## config.mk

```make
export PLATFORM = sky130hd
export DESIGN_NAME = pc_sequencer
export DESIGN_NICKNAME = d
export VERILOG_FILES = /design/src/rtl/pc_seq_pkg.sv /design/src/rtl/jump_lut.sv /design/src/rtl/pc_sequencer.sv
export SDC_FILE = /design/constraint.sdc
export NUM_CORES = 1
export LEC_CHECK = 0
export ABC_AREA = 1
export CELL_PAD_IN_SITES_DETAIL_PLACEMENT = 2
export CELL_PAD_IN_SITES_GLOBAL_PLACEMENT = 2
export CORE_MARGIN = 2
export CORE_UTILIZATION = 30
export DETAILED_ROUTE_END_ITERATION = 7
export PLACE_DENSITY_LB_ADDON = 0.08
export SETUP_SLACK_MARGIN = 0.05
export SLEW_MARGIN = 25
export SYNTH_ARGS = -nofsm -noshare
export SYNTH_HDL_FRONTEND = slang
export SYNTH_SLANG_ARGS = --single-unit
```

## constraint.sdc

```tcl
create_clock -name clk -period 5.1 [get_ports clk]
set_input_delay 0.765 -clock clk [delete_from_list [all_inputs] [get_ports clk]]
set_output_delay 0.765 -clock clk [all_outputs]
set_load 0.02 [all_outputs]
```

## src/rtl/pc_seq_pkg.sv

```systemverilog
// Shared definitions for the program-counter sequencer: FSM state encoding,
// program entry points and the absolute-branch jump table.
package pc_seq_pkg;

    localparam int PKG_D        = 12;
    localparam int PKG_NUM_PROG = 3;
    localparam int PKG_LUT_AW   = 4;

    typedef enum logic [1:0] {
        IDLE = 2'd0,
        RUN  = 2'd1,
        DONE = 2'd2
    } pc_seq_state_t;

    // Entry point per program; element 0 is the rightmost in the concatenation.
    localparam logic [PKG_NUM_PROG-1:0][PKG_D-1:0] PROG_ENTRY = {
        12'h200, 12'h100, 12'h000
    };

    // Absolute branch targets indexed by branch_field (element 0 rightmost).
    localparam logic [(2**PKG_LUT_AW)-1:0][PKG_D-1:0] JUMP_LUT = {
        12'hFFF, 12'hA00, 12'h800, 12'h700,
        12'h680, 12'h600, 12'h580, 12'h500,
        12'h480, 12'h400, 12'h3C0, 12'h300,
        12'h0C0, 12'h080, 12'h040, 12'h000
    };

endpackage

```

## src/rtl/jump_lut.sv

```systemverilog
// Combinational ROM mapping a jump-table index to an absolute PC target.
module jump_lut
    import pc_seq_pkg::*;
#(
    parameter int D      = 12,
    parameter int LUT_AW = 4
) (
    input  logic [LUT_AW-1:0] idx,
    output logic [D-1:0]      target
);

    // Pure table lookup, resized to the program-counter width.
    always_comb begin
        target = D'(JUMP_LUT[idx]);
    end

endmodule

```

## src/rtl/pc_sequencer.sv

```systemverilog
// Program-counter sequencer: owns the PC, the req/done handshake, branch
// resolution (LUT-absolute and signed relative), halt detection and a
// saturating run-cycle counter. Optional watchdog built when the macro
// PC_SEQ_WATCHDOG_EN is defined; otherwise timeout stays 0.
module pc_sequencer
    import pc_seq_pkg::*;
#(
    parameter int D        = 12,
    parameter int NUM_PROG = 3,
    parameter int LUT_AW   = 4,
    parameter int CW       = 16,
    parameter int MAX_CYC  = 4096
) (
    input  logic                        clk,
    input  logic                        reset,
    input  logic                        req,
    input  logic [$clog2(NUM_PROG)-1:0] prog_sel,
    input  logic                        halt,
    input  logic                        branch_en,
    input  logic                        branch_abs,
    input  logic [LUT_AW-1:0]           branch_field,
    output logic [D-1:0]                prog_ctr,
    output logic                        run,
    output logic                        done,
    output logic [CW-1:0]               cycle_cnt,
    output logic                        timeout
);

    localparam int SEL_W = $clog2(NUM_PROG);
    localparam logic [D-1:0]     PC_ONE   = {{(D-1){1'b0}}, 1'b1};
    localparam logic [CW-1:0]    CNT_ONE  = {{(CW-1){1'b0}}, 1'b1};
    localparam logic [SEL_W-1:0] SEL_ZERO = {SEL_W{1'b0}};

    // Elaboration-time sanity check on the watchdog limit.
    if (MAX_CYC < 32'sd1) begin : g_max_cyc_check
        $error("pc_sequencer: MAX_CYC must be at least 1");
    end

    pc_seq_state_t state_r;
    pc_seq_state_t state_nxt_s;

    logic [D-1:0]  prog_ctr_r;
    logic [D-1:0]  prog_ctr_nxt_s;
    logic [CW-1:0] cycle_cnt_r;
    logic [CW-1:0] cycle_cnt_nxt_s;
    logic          timeout_r;
    logic          timeout_nxt_s;
    logic          run_r;
    logic          done_r;

    logic [D-1:0]  entry_s;
    logic [D-1:0]  lut_target_s;
    logic [D-1:0]  rel_target_s;
    logic [CW-1:0] cnt_sat_inc_s;
    logic          wd_hit_s;

    jump_lut #(
        .D      (D),
        .LUT_AW (LUT_AW)
    ) u_jump_lut (
        .idx    (branch_field),
        .target (lut_target_s)
    );

    // Entry-point select; out-of-range selections fall back to entry 0.
    always_comb begin
        if (int'(prog_sel) < NUM_PROG) begin
            entry_s = D'(PROG_ENTRY[prog_sel]);
        end else begin
            entry_s = D'(PROG_ENTRY[SEL_ZERO]);
        end
    end

    // Relative target: sign-extended offset added modulo 2^D.
    always_comb begin
        rel_target_s = prog_ctr_r
                     + {{(D-LUT_AW){branch_field[LUT_AW-1]}}, branch_field};
    end

    // Cycle counter increment that sticks at all-ones.
    always_comb begin
        if (cycle_cnt_r == {CW{1'b1}}) begin
            cnt_sat_inc_s = cycle_cnt_r;
        end else begin
            cnt_sat_inc_s = cycle_cnt_r + CNT_ONE;
        end
    end

`ifdef PC_SEQ_WATCHDOG_EN
    localparam logic [CW-1:0] WD_LIMIT = CW'(MAX_CYC - 1);
    assign wd_hit_s = (cycle_cnt_r == WD_LIMIT);
`else
    assign wd_hit_s = 1'b0;
`endif

    // Next-state and next-datapath logic; halt outranks the watchdog,
    // which outranks branches and the sequential increment.
    always_comb begin
        state_nxt_s     = state_r;
        prog_ctr_nxt_s  = prog_ctr_r;
        cycle_cnt_nxt_s = cycle_cnt_r;
        timeout_nxt_s   = timeout_r;
        case (state_r)
            IDLE: begin
                if (req) begin
                    state_nxt_s     = RUN;
                    prog_ctr_nxt_s  = entry_s;
                    cycle_cnt_nxt_s = {CW{1'b0}};
                    timeout_nxt_s   = 1'b0;
                end else begin
                    state_nxt_s = IDLE;
                end
            end
            RUN: begin
                cycle_cnt_nxt_s = cnt_sat_inc_s;
                if (halt) begin
                    state_nxt_s = DONE;
                end else if (wd_hit_s) begin
                    state_nxt_s   = DONE;
                    timeout_nxt_s = 1'b1;
                end else if (branch_en && branch_abs) begin
                    prog_ctr_nxt_s = lut_target_s;
                end else if (branch_en) begin
                    prog_ctr_nxt_s = rel_target_s;
                end else begin
                    prog_ctr_nxt_s = prog_ctr_r + PC_ONE;
                end
            end
            DONE: begin
                if (!req) begin
                    state_nxt_s = IDLE;
                end else begin
                    state_nxt_s = DONE;
                end
            end
            default: begin
                state_nxt_s     = IDLE;
                prog_ctr_nxt_s  = {D{1'b0}};
                cycle_cnt_nxt_s = {CW{1'b0}};
                timeout_nxt_s   = 1'b0;
            end
        endcase
    end

    // FSM state register.
    always_ff @(posedge clk) begin
        if (reset) begin
            state_r <= IDLE;
        end else begin
            state_r <= state_nxt_s;
        end
    end

    // Datapath and output registers; run/done decoded from the next state
    // so they are registered and aligned with the state they describe.
    always_ff @(posedge clk) begin
        if (reset) begin
            prog_ctr_r  <= {D{1'b0}};
            cycle_cnt_r <= {CW{1'b0}};
            timeout_r   <= 1'b0;
            run_r       <= 1'b0;
            done_r      <= 1'b0;
        end else begin
            prog_ctr_r  <= prog_ctr_nxt_s;
            cycle_cnt_r <= cycle_cnt_nxt_s;
            timeout_r   <= timeout_nxt_s;
            run_r       <= (state_nxt_s == RUN);
            done_r      <= (state_nxt_s == DONE);
        end
    end

    assign prog_ctr  = prog_ctr_r;
    assign cycle_cnt = cycle_cnt_r;
    assign timeout   = timeout_r;
    assign run       = run_r;
    assign done      = done_r;

endmodule

```

* After elaboration in Yosys (flattened, before gate mapping)
Memories as Yosys holds them, arrays and structs flattened.
Cells that the tools add are included.
** Operators by class
- Equality and inequality tests :: 8
- Reduce and logical (&&, ||, !) cells :: 6
- Bitwise operators :: 2
- Mux-type cells :: 18
- Add/subtract/negate cells :: 3
- $lt $le $gt $ge :: 3
** Operator list (count)
- 12-bit 2-to-1 mux :: 7
- 16-bit case mux with 3 select lines :: 1
- 12-bit case mux with 3 select lines :: 1
- 16-bit 2-to-1 mux :: 2
- 12-bit binary-select mux with 2-bit select :: 1
- 16-bit by 1-bit adder with 16-bit output (second input constant) :: 1
- 16-bit equality test (second input constant) :: 1
- 12-bit by 1-bit adder with 12-bit output (second input constant) :: 1
- 12-bit adder :: 1
- 2-bit != test (second input constant) :: 3
- 2-bit case mux with 3 select lines :: 1
- 3-bit AND reduction :: 2
- 4-bit by 5-bit < comparator with 1-bit output (second input constant) :: 1
- 2-bit by 1-bit equality test with 1-bit output (second input constant) :: 2
- 2-bit equality test (second input constant) :: 2
- 2-bit 2-to-1 mux :: 2
- 2-bit by 3-bit < comparator with 1-bit output (second input constant) :: 1
- 2-bit logical NOT :: 1
- 2-bit < comparator (second input constant) :: 1
- 1-bit 2-to-1 mux :: 2
- 1-bit NOT :: 2
- 1-bit case mux with 2 select lines :: 1
- 2-bit AND reduction :: 1
- 2-bit OR reduction :: 1
- 1-bit logical AND :: 1
** Word-level totals
- Memories :: 1
- Input bits :: 12
- Memory bits (read-only) :: 192
- Output and inout bits :: 31
- Logic and storage cells :: 47
- Flip-flop bits (word level) :: 33
** Memory list
- (name not given) :: words 16, bits a word 12, rd ports 1, clocked after Yosys merged registers in 0, write ports 0, line jump_lut.sv:14 : target = D'(JUMP_LUT[idx]);

* Longest topological paths before layout
- Depth in word-level cells :: 5
- Mapped depth :: 18
- Mapped depth without buffers :: 18

* Cells and area by module
From an unflattened synthesis, not the netlist that was laid out.
** Unflattened totals
- Cells, all modules :: 374
- Area total of the unflattened synthesis :: 2336.0 µm²
** By module, submodules not included
- pc_sequencer :: cells an instance 332, area an instance 2083.2 µm², instances 1, sequential area each 640.6 µm²
- jump_lut :: cells an instance 42, area an instance 252.7 µm², instances 1, sequential area each 0.0 µm²

* Worst setup path after synthesis
No wires, ideal clock.
- Path kind :: input to register
- Start point :: input port branch_en
- End point :: register prog_ctr_r[10], in the netlist prog_ctr[10]
- Setup slack :: 2700 ps
- Path buffers :: 1
- Setup time :: 130 ps
- Stages :: 17
- Required time :: 4970 ps
- Arrival time :: 2270 ps
- Cell sequence :: buf_4 > nand2_1 > ha_1 > inv_1 > fa_1 > inv_1 > nand2_1 > nand2_1 > nand2_1 > nand2_1 > nand2_1 > nand2_2 > nand3_1 > nand3_1 > nand3_1 > nand2_1 > a21oi_2
** On the way
- Cells in the longest elaborated chain, start to end :: 4
- Elaborated cells on any way between the ends :: 5
- Those cells by class :: 4 x mux; 1 x reduce/logical
** RTL lines
- start, declared :: line pc_sequencer.sv:19 : input logic branch_en,
- 12-bit 2-to-1 mux / 1-bit logical AND (equally long branches) :: line pc_sequencer.sv:123, pc_sequencer.sv:121
- 12-bit 2-to-1 mux * :: line pc_sequencer.sv:121 : end else if (branch_en && branch_abs) begin
- 12-bit 2-to-1 mux * :: line pc_sequencer.sv:116 : if (halt) begin
- 12-bit case mux with 3 select lines * :: line pc_sequencer.sv:103 : case (state_r)
- end signal, assigned :: line pc_sequencer.sv:158 : prog_ctr_r <= {D{1'b0}};
- end signal, assigned :: line pc_sequencer.sv:164 : prog_ctr_r <= prog_ctr_nxt_s;
- end, declared :: line pc_sequencer.sv:42 : logic [D-1:0] prog_ctr_r;
Mark *: on every way between the ends. The rest lies on a longest branch, timed or not. The select of a mux whose other input is x is not followed.
A chain may end at the register's enable or synchronous reset.

* Worst setup path in the final report
- Start point :: input port branch_field[0]
- End point :: register prog_ctr_r[10], in the netlist prog_ctr[10]
** On the way
- Cells in the longest elaborated chain, start to end :: 5
- Elaborated cells on any way between the ends :: 7
- Those cells by class :: 1 x add/sub; 5 x mux; 1 x memory
** RTL lines
- start, declared :: line pc_sequencer.sv:21 : input logic [LUT_AW-1:0] branch_field,
- 12-bit adder / memory 16 x 12 bit (equally long branches)
- 12-bit 2-to-1 mux (on tied branches) :: line pc_sequencer.sv:123, jump_lut.sv:14
- 12-bit 2-to-1 mux * :: line pc_sequencer.sv:121
- 12-bit 2-to-1 mux * :: line pc_sequencer.sv:116
- 12-bit case mux with 3 select lines * :: line pc_sequencer.sv:103
Marks and branches as above.

==> flow_summary.json <==
{
  "gp_congestion": 0.7912,
  "setup-tns-final_ns": 0,
  "areaGrowthSynthToFinish_pct": 24.93,
  "design_power_total_mw": 0.6527,
  "dpl.hpwl_um": 6595,
  "slew_headroom_pct": 40.22,
  "drive_gt1_share_pct": 8.654,
  "route.detailed.drc": 0,
  "ios": 43,
  "synth_cells": 375,
  "ys_top_cells_by_area": "dfxtp_1 27%, nand2_1 14%, nor2_1 7.3%",
  "cp_data_arrival_time_ns": 3.15,
  "wl_per_cell_um": 16.00,
  "required_ns": 5.23,
  "synth_compound_area_share_pct": 16.45,
  "netSwitchingFraction_pct": 31.20,
  "setup_viol_count_final": 0,
  "wl_um": 8287,
  "die_area_mm2": 0.008640,
  "grt_max_degree": 19,
  "worst_r2r_path_depth": 12,
  "hold_path_class": "reg2reg",
  "path_clk_slew_ns": 0.08,
  "worst_slack_ns": 2.086,
  "yosys.area_share.adder_pct": 6.642,
  "synth-warning-count": 0,
  "min_delay_path_depth": 2,
  "yosysUniqueCellTypes": 37,
  "power_density_mw_per_mm2": 220.1,
  "hold_slack_ns": 0.4888,
  "htree_levels": 2,
  "synth_top_area_share_pct": 26.99,
  "synth_top_family_by_area": "simple AND/OR/NAND/NOR gates",
  "drtIter0Drc": 39,
  "cts_sinks": 32,
  "min_period_over_period_pct": 59.10,
  "first_global_vias": 2713,
  "place_ws_ns": 1.787,
  "ys_ff_latch": 32,
  "synthesis.area_mm2": 0.002374,
  "p_int_mw": 0.4491,
  "insertedDiodeCount": 0,
  "clk_latency_ns": 0.28,
  "die_w_um": 92.95,
  "p_seq_share_pct": 40.8,
  "cts_buffers": 5,
  "crit_type": "in2reg",
  "core_area_mm2": 0.007687,
  "synthXorXnorAreaFrac_pct": 3.321,
  "antenna_found_initial": 0,
  "grt_pass1_wl_um": 13740,
  "root_buffer": "clkbuf_8",
  "drtAntennaViolNets": 0,
  "io_buffer_count": 41,
  "post_cts_resized": 0,
  "fin_nets": 439,
  "clk_path_buf_depth": 2,
  "synth_top_cell_by_area": "dfxtp_1",
  "vias": 2600,
  "p_leak_nw": 1.210,
  "rsz0062_at_grt": "no",
  "ir_drop_uv": 125.9,
  "grt-ovfl-total": 0,
  "start_util_pct": 30.88,
  "cap_violations": 0,
  "drv_slew": 0,
  "synthMuxAreaShare_pct": 0,
  "clockPowerShare_pct": 38.5,
  "cts_hold_buf": 0,
  "timing.fmax_mhz": 331.8,
  "final.fill_count": 971,
  "grt_use_total_pct": 20.14,
  "viasPerCell": 5.019,
  "p_switching_mw": 0.2037,
  "endpoint_kind": "register",
  "tightest_slew_ns": 0.8940,
  "synth_area_per_cell_um2": 6.329,
  "skew_ns": 0.004043,
  "cts_tree": "built",
  "std_cell_rows": 32,
  "postLayoutCoreUtil_pct": 38.57,
  "worstPathMaxFanout": 6,
  "critPathLaunchType": "primary input",
  "period_needed_ns": 3.014,
  "post_cts_buffers": 0,
  "comb_power_share_pct": 20.8,
  "synthesis.nets": 399,
  "yosysSeqAreaShare_pct": 26.99,
  "outcome": "finished clean",
  "die_h_um": 92.95,
  "dr.pass1.iters": 5,
  "synthSimpleGateAreaFrac_pct": 36.11,
  "final_hold_viol_count": 0
}
worst max-delay path, stage by stage:
cell	delay, ns
clkdlybuf4s50_1	0.60
inv_1	0.12
nand2_1	0.09
ha_1	0.21
inv_1	0.08
fa_1	0.36
inv_1	0.08
nand2_1	0.06
nand2_1	0.06
nand2_1	0.06
nand2_1	0.08
nand2_1	0.07
nand2_2	0.09
nand3_1	0.10
nand3_1	0.09
nand3_1	0.07
nand2_1	0.09
a21oi_2	0.05
final timing paths:
path	start	end	slack [ns]
setup / recovery	branch_field[0]	prog_ctr[10]$_SDFFE_PP0P_	2.09
hold / removal	cycle_cnt[15]$_SDFFE_PP0P_	cycle_cnt[15]$_SDFFE_PP0P_	0.49
setup reg to reg	cycle_cnt[0]$_SDFFE_PP0P_	cycle_cnt[12]$_SDFFE_PP0P_	2.97
hold reg to reg	cycle_cnt[15]$_SDFFE_PP0P_	cycle_cnt[15]$_SDFFE_PP0P_	0.49
flip-flops by register name, summed over array words and instances, names as in the netlist:
name	cells
cycle_cnt	16
prog_ctr	12
state_r	2
done	1
run	1
cell usage in the layout, fill, tap and decap left out, drive strengths merged:
master,netlist,final
fa,1,1
o21ai,19,19
or2,1,1
conb,1,1
a221oi,1,1
a21oi,34,34
inv,51,51
o21bai,3,3
o211ai,1,1
nor3,9,9
bufinv,0,1
xor2,6,6
o31ai,1,1
nor3b,1,1
clkdlybuf4s50,0,41
o21a,5,5
clkinv,0,1
xnor2,3,3
a211oi,1,1
dfxtp,32,32
nand3,29,29
nand2,100,100
nor2,50,50
nor4,1,1
clkbuf,2,6
a31oi,1,1
nand4,5,5
ha,11,11
metrics by stage:
step,std cells,area (um^2)
detailed placement,510,2858
CTS,518,2965
floorplan,375,2374
finish,518,2965
global placement,510,2858
global route,518,2965
synthesized netlist by cell type (all sizes together):
master,count
nand3,29
inv,51
nor3,9
nand2,100
a21oi,34
buf,6
a31oi,1
clkbuf,2
xnor2,3
o21bai,3
or2,1
xor2,6
o31ai,1
nor3b,1
o21ai,19
nand4,5
a221oi,1
o21a,5
a211oi,1
conb,1
fa,1
nor2,50
ha,11
dfxtp,32
nor4,1
o211ai,1
routing by layer:
metal | up-vias | part of all wire (%) | GRT usage, %
li1 | 1288 | - | -
met1 | 1269 | 52 | 28.02
met2 | 39 | 46 | 33.45
met3 | 4 | 2.1 | 2.848
met4 | 0 | 0.58 | 3.554
met5 | - | 0 | 0
power by group through the flow:
stage	sequential (mW)	combinational (mW)	clock [mW]
floorplan	0.277	0.0807	0
global placement	0.272	0.131	0
detailed placement	0.272	0.137	0
CTS	0.266	0.138	0.262
global route	0.267	0.152	0.271
finish	0.266	0.136	0.251
final cells by class:
cell class              instances  area [um^2]  share of cell area [%]
multi-input cells             284         1488                   50.17
clock inverters                 2        35.03                   1.181
repair buffers                 41        410.4                   13.84
flip-flops and latches         32        640.6                   21.60
clock buffers                   6        72.57                   2.447
inverters                      51        191.4                   6.456
well taps                     102        127.6                   4.304
kinds of logic after synthesis:
logic type,count (synthesis)
other cells,1
compound gates,66
flops,32
simple gates,196
xor+xnor,9
fa+ha+maj,12
buf+inv,59
No activity file was read; power rests on OpenSTA's default activity.
